File: src/rtl/seq_pc_pkg.sv
// seq_pc_pkg: shared types for the program sequencer.
//   op_t    - sequencer operation selected by the decoder
//   cond_t  - branch condition selector for OP_BR
//   state_t - sequencer run state
//   cond_met() - evaluates a branch condition against the ALU flags
package seq_pc_pkg;

   typedef enum logic [2:0] {
      OP_INC  = 3'd0,
      OP_JMP  = 3'd1,
      OP_BR   = 3'd2,
      OP_CALL = 3'd3,
      OP_RET  = 3'd4
   } op_t;

   typedef enum logic [1:0] {
      C_ALWAYS = 2'd0,
      C_ZERO   = 2'd1,
      C_NZERO  = 2'd2,
      C_NEG    = 2'd3
   } cond_t;

   typedef enum logic [1:0] {
      ST_IDLE = 2'd0,
      ST_RUN  = 2'd1,
      ST_DONE = 2'd2,
      ST_ERR  = 2'd3
   } state_t;

   function automatic logic cond_met(input cond_t c, input logic zero, input logic neg);
      logic r;
      case (c)
         C_ALWAYS: r = 1'b1;
         C_ZERO:   r = zero;
         C_NZERO:  r = ~zero;
         default:  r = neg;
      endcase
      return r;
   endfunction

endpackage

File: src/rtl/seq_pc_ras_stack.sv
// ras_stack: return-address LIFO for the sequencer.
//   CLK, Reset  - clock and async active-high reset (clears the count only)
//   i_clr       - synchronous flush (count to zero)
//   i_push      - push i_data (ignored when full)
//   i_pop       - discard top entry (ignored when empty)
//   o_top       - current top entry (undefined when empty)
//   o_full, o_empty, o_count - occupancy status
module ras_stack #(
   parameter int WIDTH = 10,
   parameter int DEPTH = 4
) (
   input  logic                       CLK,
   input  logic                       Reset,
   input  logic                       i_clr,
   input  logic                       i_push,
   input  logic                       i_pop,
   input  logic [WIDTH-1:0]           i_data,
   output logic [WIDTH-1:0]           o_top,
   output logic                       o_full,
   output logic                       o_empty,
   output logic [$clog2(DEPTH+1)-1:0] o_count
);

   localparam int CW = $clog2(DEPTH + 1);
   localparam int AW = (DEPTH > 1) ? $clog2(DEPTH) : 1;

   logic [CW-1:0]    r_count;
   logic [WIDTH-1:0] r_mem [DEPTH];
   logic [AW-1:0]    w_wr_idx;
   logic [AW-1:0]    w_rd_idx;
   logic             w_do_push;
   logic             w_do_pop;

   // Count is the index of the next free slot; top lives one below it.
   assign w_wr_idx  = AW'(r_count);
   assign w_rd_idx  = AW'(r_count - CW'(1));
   assign w_do_push = i_push & ~o_full & ~i_clr;
   assign w_do_pop  = i_pop & ~o_empty & ~i_clr & ~i_push;

   always_ff @(posedge CLK or posedge Reset) begin
      if (Reset) begin
         r_count <= '0;
      end else if (i_clr) begin
         r_count <= '0;
      end else if (w_do_push) begin
         r_count <= r_count + CW'(1);
      end else if (w_do_pop) begin
         r_count <= r_count - CW'(1);
      end
   end

   // Storage has no reset: stale entries are unreachable once count is cleared.
   always_ff @(posedge CLK) begin
      if (w_do_push) begin
         r_mem[w_wr_idx] <= i_data;
      end
   end

   assign o_top   = r_mem[w_rd_idx];
   assign o_full  = (r_count == CW'(DEPTH));
   assign o_empty = (r_count == '0);
   assign o_count = r_count;

endmodule

File: src/rtl/seq_pc.sv
// seq_pc: program sequencer holding the PC for the basic processor.
//   CLK, Reset  - clock, async active-high reset (to IDLE, PC = START_ADDR)
//   Start       - synchronous (re)start, overrides everything but Reset
//   Stall       - freeze all state this cycle
//   Op, Cond    - sequencer operation and branch condition (seq_pc_pkg)
//   Zero, Neg   - ALU flags for conditional branches
//   Target      - absolute target for OP_JMP / OP_CALL
//   Offset      - signed relative offset for OP_BR
//   PC          - current program counter (ROM address)
//   Running, Done, Err - state decode
//   Depth       - occupied return-stack entries
module seq_pc
   import seq_pc_pkg::*;
#(
   parameter int PC_W       = 10,
   parameter int OFF_W      = 8,
   parameter int RAS_DEPTH  = 4,
   parameter int START_ADDR = 0,
   parameter int END_ADDR   = 63
) (
   input  logic                           CLK,
   input  logic                           Reset,
   input  logic                           Start,
   input  logic                           Stall,
   input  logic [2:0]                     Op,
   input  logic [1:0]                     Cond,
   input  logic                           Zero,
   input  logic                           Neg,
   input  logic [PC_W-1:0]                Target,
   input  logic signed [OFF_W-1:0]        Offset,
   output logic [PC_W-1:0]                PC,
   output logic                           Running,
   output logic                           Done,
   output logic                           Err,
   output logic [$clog2(RAS_DEPTH+1)-1:0] Depth
);

   localparam logic [PC_W-1:0] C_START = PC_W'(START_ADDR);
   localparam logic [PC_W-1:0] C_END   = PC_W'(END_ADDR);

   state_t           r_state;
   state_t           w_state_nxt;
   logic [PC_W-1:0]  r_pc;
   logic [PC_W-1:0]  w_pc_nxt;
   logic [PC_W-1:0]  w_pc_inc;
   logic [PC_W-1:0]  w_pc_rel;
   logic signed [PC_W-1:0] w_off_ext;
   logic             w_push;
   logic             w_pop;
   logic             w_clr;
   logic [PC_W-1:0]  w_top;
   logic             w_full;
   logic             w_empty;

   // Signed size cast sign-extends; the add then wraps modulo 2**PC_W.
   assign w_off_ext = PC_W'(Offset);
   assign w_pc_inc  = r_pc + PC_W'(1);
   assign w_pc_rel  = r_pc + w_off_ext;

   ras_stack #(
      .WIDTH (PC_W),
      .DEPTH (RAS_DEPTH)
   ) u_ras (
      .CLK     (CLK),
      .Reset   (Reset),
      .i_clr   (w_clr),
      .i_push  (w_push),
      .i_pop   (w_pop),
      .i_data  (w_pc_inc),
      .o_top   (w_top),
      .o_full  (w_full),
      .o_empty (w_empty),
      .o_count (Depth)
   );

   always_ff @(posedge CLK or posedge Reset) begin
      if (Reset) begin
         r_state <= ST_IDLE;
         r_pc    <= C_START;
      end else begin
         r_state <= w_state_nxt;
         r_pc    <= w_pc_nxt;
      end
   end

   always_comb begin
      w_state_nxt = r_state;
      w_pc_nxt    = r_pc;
      w_push      = 1'b0;
      w_pop       = 1'b0;
      w_clr       = 1'b0;
      if (Start) begin
         w_state_nxt = ST_RUN;
         w_pc_nxt    = C_START;
         w_clr       = 1'b1;
      end else if (r_state == ST_RUN && !Stall) begin
         // Reaching END_ADDR finishes the program regardless of Op.
         if (r_pc == C_END) begin
            w_state_nxt = ST_DONE;
         end else begin
            case (Op)
               OP_JMP: w_pc_nxt = Target;
               OP_BR:  w_pc_nxt = cond_met(cond_t'(Cond), Zero, Neg) ? w_pc_rel : w_pc_inc;
               OP_CALL: begin
                  if (w_full) begin
                     w_state_nxt = ST_ERR;
                  end else begin
                     w_push   = 1'b1;
                     w_pc_nxt = Target;
                  end
               end
               OP_RET: begin
                  if (w_empty) begin
                     w_state_nxt = ST_ERR;
                  end else begin
                     w_pop    = 1'b1;
                     w_pc_nxt = w_top;
                  end
               end
               default: w_pc_nxt = w_pc_inc;
            endcase
         end
      end
   end

   assign PC      = r_pc;
   assign Running = (r_state == ST_RUN);
   assign Done    = (r_state == ST_DONE);
   assign Err     = (r_state == ST_ERR);

endmodule

File: config.mk
export PLATFORM = sky130hd
export DESIGN_NAME = seq_pc
export DESIGN_NICKNAME = d
export VERILOG_FILES = /design/src/rtl/seq_pc_pkg.sv /design/src/rtl/seq_pc_ras_stack.sv /design/src/rtl/seq_pc.sv
export SDC_FILE = /design/constraint.sdc
export NUM_CORES = 1
export LEC_CHECK = 0
export ABC_AREA = 1
export ABC_CLOCK_PERIOD_IN_PS = 2400
export BUFFER_PORTS_ARGS = -buffer_cell sky130_fd_sc_hd__buf_2
export CORE_ASPECT_RATIO = 0.6
export CORE_UTILIZATION = 25
export CTS_CLUSTER_SIZE = 20
export DETAILED_ROUTE_END_ITERATION = 6
export GPL_TIMING_DRIVEN = 1
export SLEW_MARGIN = 20
export SYNTH_ARGS = -nofsm -noshare
export SYNTH_HDL_FRONTEND = slang
export SYNTH_SLANG_ARGS = --single-unit
File: constraint.sdc
create_clock -name CLK -period 2.4 [get_ports CLK]
set_input_delay 0.24 -clock CLK [delete_from_list [all_inputs] [get_ports CLK]]
set_output_delay 0.24 -clock CLK [all_outputs]
set_load 0.005 [all_outputs]
# After elaboration in Yosys (flattened, before gate mapping)
# Memory sizes are Yosys's and may differ from the RTL's.
# Index checks and enable logic that the tools add are counted.
# word_totals
register_bits	15
mem_bits_rw	40
input_bits	29
output_inout_bits	16
wordCells	77
n_memories	1
# memory_table
memory	words	width	read_ports	rd_ports_with_merged_regs	wr	line	source
u_ras.r_mem	4	10	1	0	1	seq_pc_ras_stack.sv:28	logic [WIDTH-1:0] r_mem [DEPTH];
# op_classes
add_sub_neg	4
n_eq_ne	16
mux	34
bitwise	10
reduce_logical	9
# op_table
op	count
$mux 10	6
$pmux 10 s4	1
$mux 1	17
$add 10x1->10 const B	1
$add 10x10->10	1
$eq 10x6->1 const B	1
$mux 2	5
$mux 3	3
$ne 4x3->1 const B	2
$reduce_and 4->1	2
$eq 2x2->1 const B	3
$eq 3x2->1 const B	2
$eq 3x3->1 const B	2
$ne 3x3->1 const B	2
$and 1x1->1	5
$not 1->1	5
$eq 2x1->1 const B	2
$pmux 2 s2	1
$reduce_bool 4->1	1
$add 3x1->3 const B	1
$eq 3x1->1 const B	1
$logic_not 3->1	1
$pmux 1 s3	1
$reduce_bool 3->1	1
6 further kinds	6

# Depth between registers and ports, before layout
# depth
word_depth	12
depth_mapped	13

# By module
# A second synthesis with hierarchy kept.
# hier_totals
hier_cells	415
hier_area_um2	3417.0
# modules_own_cells
module	instances	cells_each	area_per_inst_um2	seq_area_each_um2
ras_stack	1	150	1819.2	1276.2
seq_pc	1	265	1597.8	300.3

# Worst setup path before layout
# OpenSTA, ideal clock, no wires.
# synth_timing
kind	flip-flop to flip-flop
start	register u_ras.r_count[0], in the netlist u_ras.o_count[0]
end	memory u_ras.r_mem[1][0], enable pin
setup_time_ns	0.376
arrival_ns	1.826
required_ns	2.024
setup_slack_ns	0.197
path_stages_with_launch	9
path_cell_list	dfrtp_1 -> inv_1 -> clkbuf_1 -> ha_1 -> nand2_1 -> nand2_1 -> nor2_2 -> nand2_4 -> nor2_1
# synth_via
elab_chain_len	10
# synth_lines
element	line	source
from (decl)	seq_pc_ras_stack.sv:27	logic [CW-1:0] r_count;
from (signal assigned)	seq_pc_ras_stack.sv:46	r_count <= r_count + CW'(1);
from (signal assigned)	seq_pc_ras_stack.sv:48	r_count <= r_count - CW'(1);
$eq 3x3->1	seq_pc_ras_stack.sv:60	assign o_full = (r_count == CW'(DEPTH));
$mux 1	seq_pc.sv:105	if (w_full) begin
$mux 1	seq_pc.sv:101	case (Op)
$mux 1	seq_pc.sv:98	if (r_pc == C_END) begin
$mux 1	seq_pc.sv:96	end else if (r_state == ST_RUN && !Stall) begin
$mux 1	seq_pc.sv:92	if (Start) begin
$and 1x1->1 (2 in series)	seq_pc_ras_stack.sv:37	assign w_do_push = i_push & ~o_full & ~i_clr;
$mux 1	seq_pc_ras_stack.sv:54	if (w_do_push) begin
$mux 1 (not written as such)	seq_pc_ras_stack.sv:55	r_mem[w_wr_idx] <= i_data;
to (decl)	seq_pc_ras_stack.sv:28	
# Several ways; a longest one is shown, not always the timed one.

# Worst setup path after layout
# layout_timing
start	register r_pc[0], in the netlist PC[0]
end	register r_pc[8], in the netlist PC[8]
# layout_via
elab_chain_len	6
# layout_lines
element	line	source
from (decl)	seq_pc.sv:43	logic [PC_W-1:0] r_pc;
from (signal assigned)	seq_pc.sv:82	r_pc <= w_pc_nxt;
$add 10x1->10 or $add 10x10->10 (tied branches)	seq_pc.sv:57, seq_pc.sv:58	
$mux 10	seq_pc.sv:103	OP_BR: w_pc_nxt = cond_met(cond_t'(Cond), Zero, Neg) ? w_pc_rel : w_pc_inc;
$pmux 10 s4	seq_pc.sv:101	
$mux 10	seq_pc.sv:98	
$mux 10	seq_pc.sv:96	
$mux 10	seq_pc.sv:92	
# Several ways; a longest one is shown, not always the timed one. The select of a mux whose other input is x is not followed.
# A chain may end at the register's enable or synchronous reset.

==> flow_metrics.env <==
export IMPL_status="complete, no violations"
export IMPL_syn_avg_cell_area_um2=8.05
export IMPL_drt_iter0_drc=264
export IMPL_place_gp_congestion=0.892
export IMPL_fin_skew_ns=0.00693
export IMPL_ys_seq_area_frac=0.454
export IMPL_pwr_share_seq=0.482
export IMPL_post_route_period_util=0.909
export IMPL_max_freq_mhz=458
export IMPL_synth_cell_area_mm2=0.00347
export IMPL_post_cts_setup_buffers=0
export IMPL_viasPerCell=4.78
export IMPL_antenna_found_initial=0
export IMPL_timing_rr_start="PC[0]$_DFFE_PP0P_"
export IMPL_layout_drive_gt1_share=0.188
export IMPL_grt_start_max_net_pins=25
export IMPL_holdWs_ns=0.0354
export IMPL_final_net_count=533
export IMPL_io_buffers=44
export IMPL_track_usage=0.146
export IMPL_dp_cells=651
export IMPL_tightest_slew_ns=0.700
export IMPL_synth_distinct_cells=37
export IMPL_syn_nets=476
export IMPL_finalSetupTns_ns=0
export IMPL_cp_data_arrival_time_ns=2.38
export IMPL_leakage_nw=1.93
export IMPL_yosysMostFrequentCell="nand2_1"
export IMPL_ir_drop_mv=0.265
export IMPL_finalNonFillerCells=659
export IMPL_rsz0062_at_grt="no"
export IMPL_cts_hold_buffers=0
export IMPL_wl_per_cell_um=14.8
export IMPL_clockBufferDepth=2
export IMPL_cp_required_ns=2.60
export IMPL_cap_violations=0
export IMPL_critPathLaunch="PC[0]$_DFFE_PP0P_"
export IMPL_ioPinCount=45
export IMPL_dp_hpwl_um=7530
export IMPL_yosys_warnings=0
export IMPL_die_x_um=154
export IMPL_cts_clk_slew_worst_paths_ns=0.08
export IMPL_clock_latency_ns=0.30
export IMPL_die_area_mm2=0.0144
export IMPL_p_int_mw=1.57
export IMPL_netlist_area_leader_share=0.346
export IMPL_ant_nets=0
export IMPL_cts_resized=0
export IMPL_overflow=0
export IMPL_numCtsBuffers=5
export IMPL_reg2reg_slack_ns=0.22
export IMPL_crit_end="PC[8]$_DFFE_PP0P_"
export IMPL_worst_setup_path_start_kind="flip-flop"
export IMPL_slew_limit_headroom=0.533
export IMPL_totalWireLength_um=9760
export IMPL_root_buffer="clkbuf_16"
export IMPL_clock_sink_count=55
export IMPL_areaGrowthSynthToFinish_pct=18.7
export IMPL_grt_pass1_wl_um=16000
export IMPL_synthFlopType="edfxtp_1"
export IMPL_p_comb_frac=0.171
export IMPL_hold_class="in -> async"
export IMPL_power_switching_mw=0.637
export IMPL_min_period_ns=2.18
export IMPL_fin_ws_ns=0.218
export IMPL_r2r_end="PC[8]$_DFFE_PP0P_"
export IMPL_async_reset_ff_frac=0.273
export IMPL_synth_seq_cells=55
export IMPL_rows=32
export IMPL_synthTopCellsByArea="edfxtp_1, nand2_1, dfrtp_1"
export IMPL_h_tree_depth=2
export IMPL_sw_frac_of_total=0.288
export IMPL_setup_viol=0
export IMPL_endpoint_kind="flip-flop"
export IMPL_pre_cts_ws_ns=0.253
export IMPL_die_y_um=93.3
export IMPL_start_util=0.263
export IMPL_diodes=0
export IMPL_drt_pass1_iterations=5
export IMPL_cp_max_fo=4
export IMPL_drc=0
export IMPL_vias=3148
export IMPL_cellPowerDensity_mw_per_mm2=536
export IMPL_synth_common_cells="nand2_1, inv_1, edfxtp_1"
export IMPL_grt_pass1_vias=3059
export IMPL_cts_tree="built"
export IMPL_synth_edf_count=40
export IMPL_synthCells=431
export IMPL_core_mm2=0.0132
export IMPL_power_clock_fraction=0.347
export IMPL_worstSetupPathType="reg -> reg"
export IMPL_hold_viol=0
export IMPL_r2r_cells=11
export IMPL_synth_largest_area_cell="edfxtp_1"
export IMPL_final_max_slew_viol_count=0
-- how the worst min path moves through the flow --
stage,end,cells after the start
2_1_floorplan,PC[0]$_DFFE_PP0P_,1
3_3_place_gp,u_ras.o_count[2]$_DFFE_PP0P_,2
3_5_place_dp,r_state[1]$_DFFE_PP0P_,2
4_1_cts,r_state[1]$_DFFE_PP0P_,2
5_1_grt,r_state[1]$_DFFE_PP0P_,2
6_report,u_ras.o_count[2]$_DFFE_PP0P_,2
-- cells in the final DEF, fill, tap and decap left out, types with 14 or more instances in the layout --
master | synthesis | layout
a21oi_1 | 18 | 18
buf_2 | 2 | 44
buf_4 | 1 | 14
dfrtp_1 | 15 | 15
edfxtp_1 | 40 | 40
ha_1 | 15 | 15
inv_1 | 47 | 47
nand2_1 | 129 | 129
nand3_1 | 33 | 33
nor2_1 | 39 | 39
o21ai_0 | 19 | 19
-- state kept, by name, summed over array words and instances (netlist names) --
| signal | cells |
|---|---|
| u_ras.r_mem | 40 |
| r_state | 2 |
| u_ras.o_count | 3 |
| PC | 10 |
-- layer usage --
layer,up-vias,part of all wire,GRT usage
met3,7,0.082,0.0380
met2,110,0.37,0.201
met1,1504,0.54,0.225
li1,1527,-,-
met5,-,0,0
met4,0,0.0041,0.0242
-- cell type report --
type                            count  area, um2
Clock buffer                        5        125
Fill cell                        1397       9050
Inverter                           55        209
Clock inverter                      3       22.5
Tap cell                          170        213
Multi-Input combinational cell    313       1650
Timing Repair Buffer               58        325
Sequential cell                    55       1580
-- power groups by stage --
| stage | clock network (mW) | logic, mW | registers, mW |
|---|---|---|---|
| floorplan | 0 | 0.235 | 1.09 |
| global placement | 0 | 0.370 | 1.08 |
| detailed placement | 0 | 0.375 | 1.09 |
| CTS | 0.778 | 0.377 | 1.06 |
| global route | 0.814 | 0.426 | 1.07 |
| finish | 0.766 | 0.379 | 1.07 |
-- kinds of logic after synthesis --
kind of cell / Yosys count / synth area share
xor+xnor: 10 / 0.0274
fa+ha+maj: 16 / 0.0598
flops: 55 / 0.454
compound gates: 54 / 0.0865
simple gates: 233 / 0.301
buf+inv: 63 / 0.0707
-- critical path, cell delays in order, from the launching register on --
cell	delay, ns
dfrtp_1	0.35
ha_1	0.20
inv_1	0.09
fa_1	0.41
o21ai_0	0.48
nand2_1	0.13
nand3_1	0.12
nand3_1	0.08
nand2_1	0.08
nand2_1	0.04
nand2_1	0.05
nand2_1	0.04
-- metrics by stage --
step | utilization | instance area, um2 | total power, mW
4_1_cts | 0.313 | 4120 | 2.22
5_1_grt | 0.313 | 4120 | 2.31
6_report | 0.313 | 4120 | 2.21
3_3_place_gp | 0.302 | 3970 | 1.45
3_5_place_dp | 0.302 | 3970 | 1.46
2_1_floorplan | - | 3470 | 1.32
(Power assumes the default switching activity.)
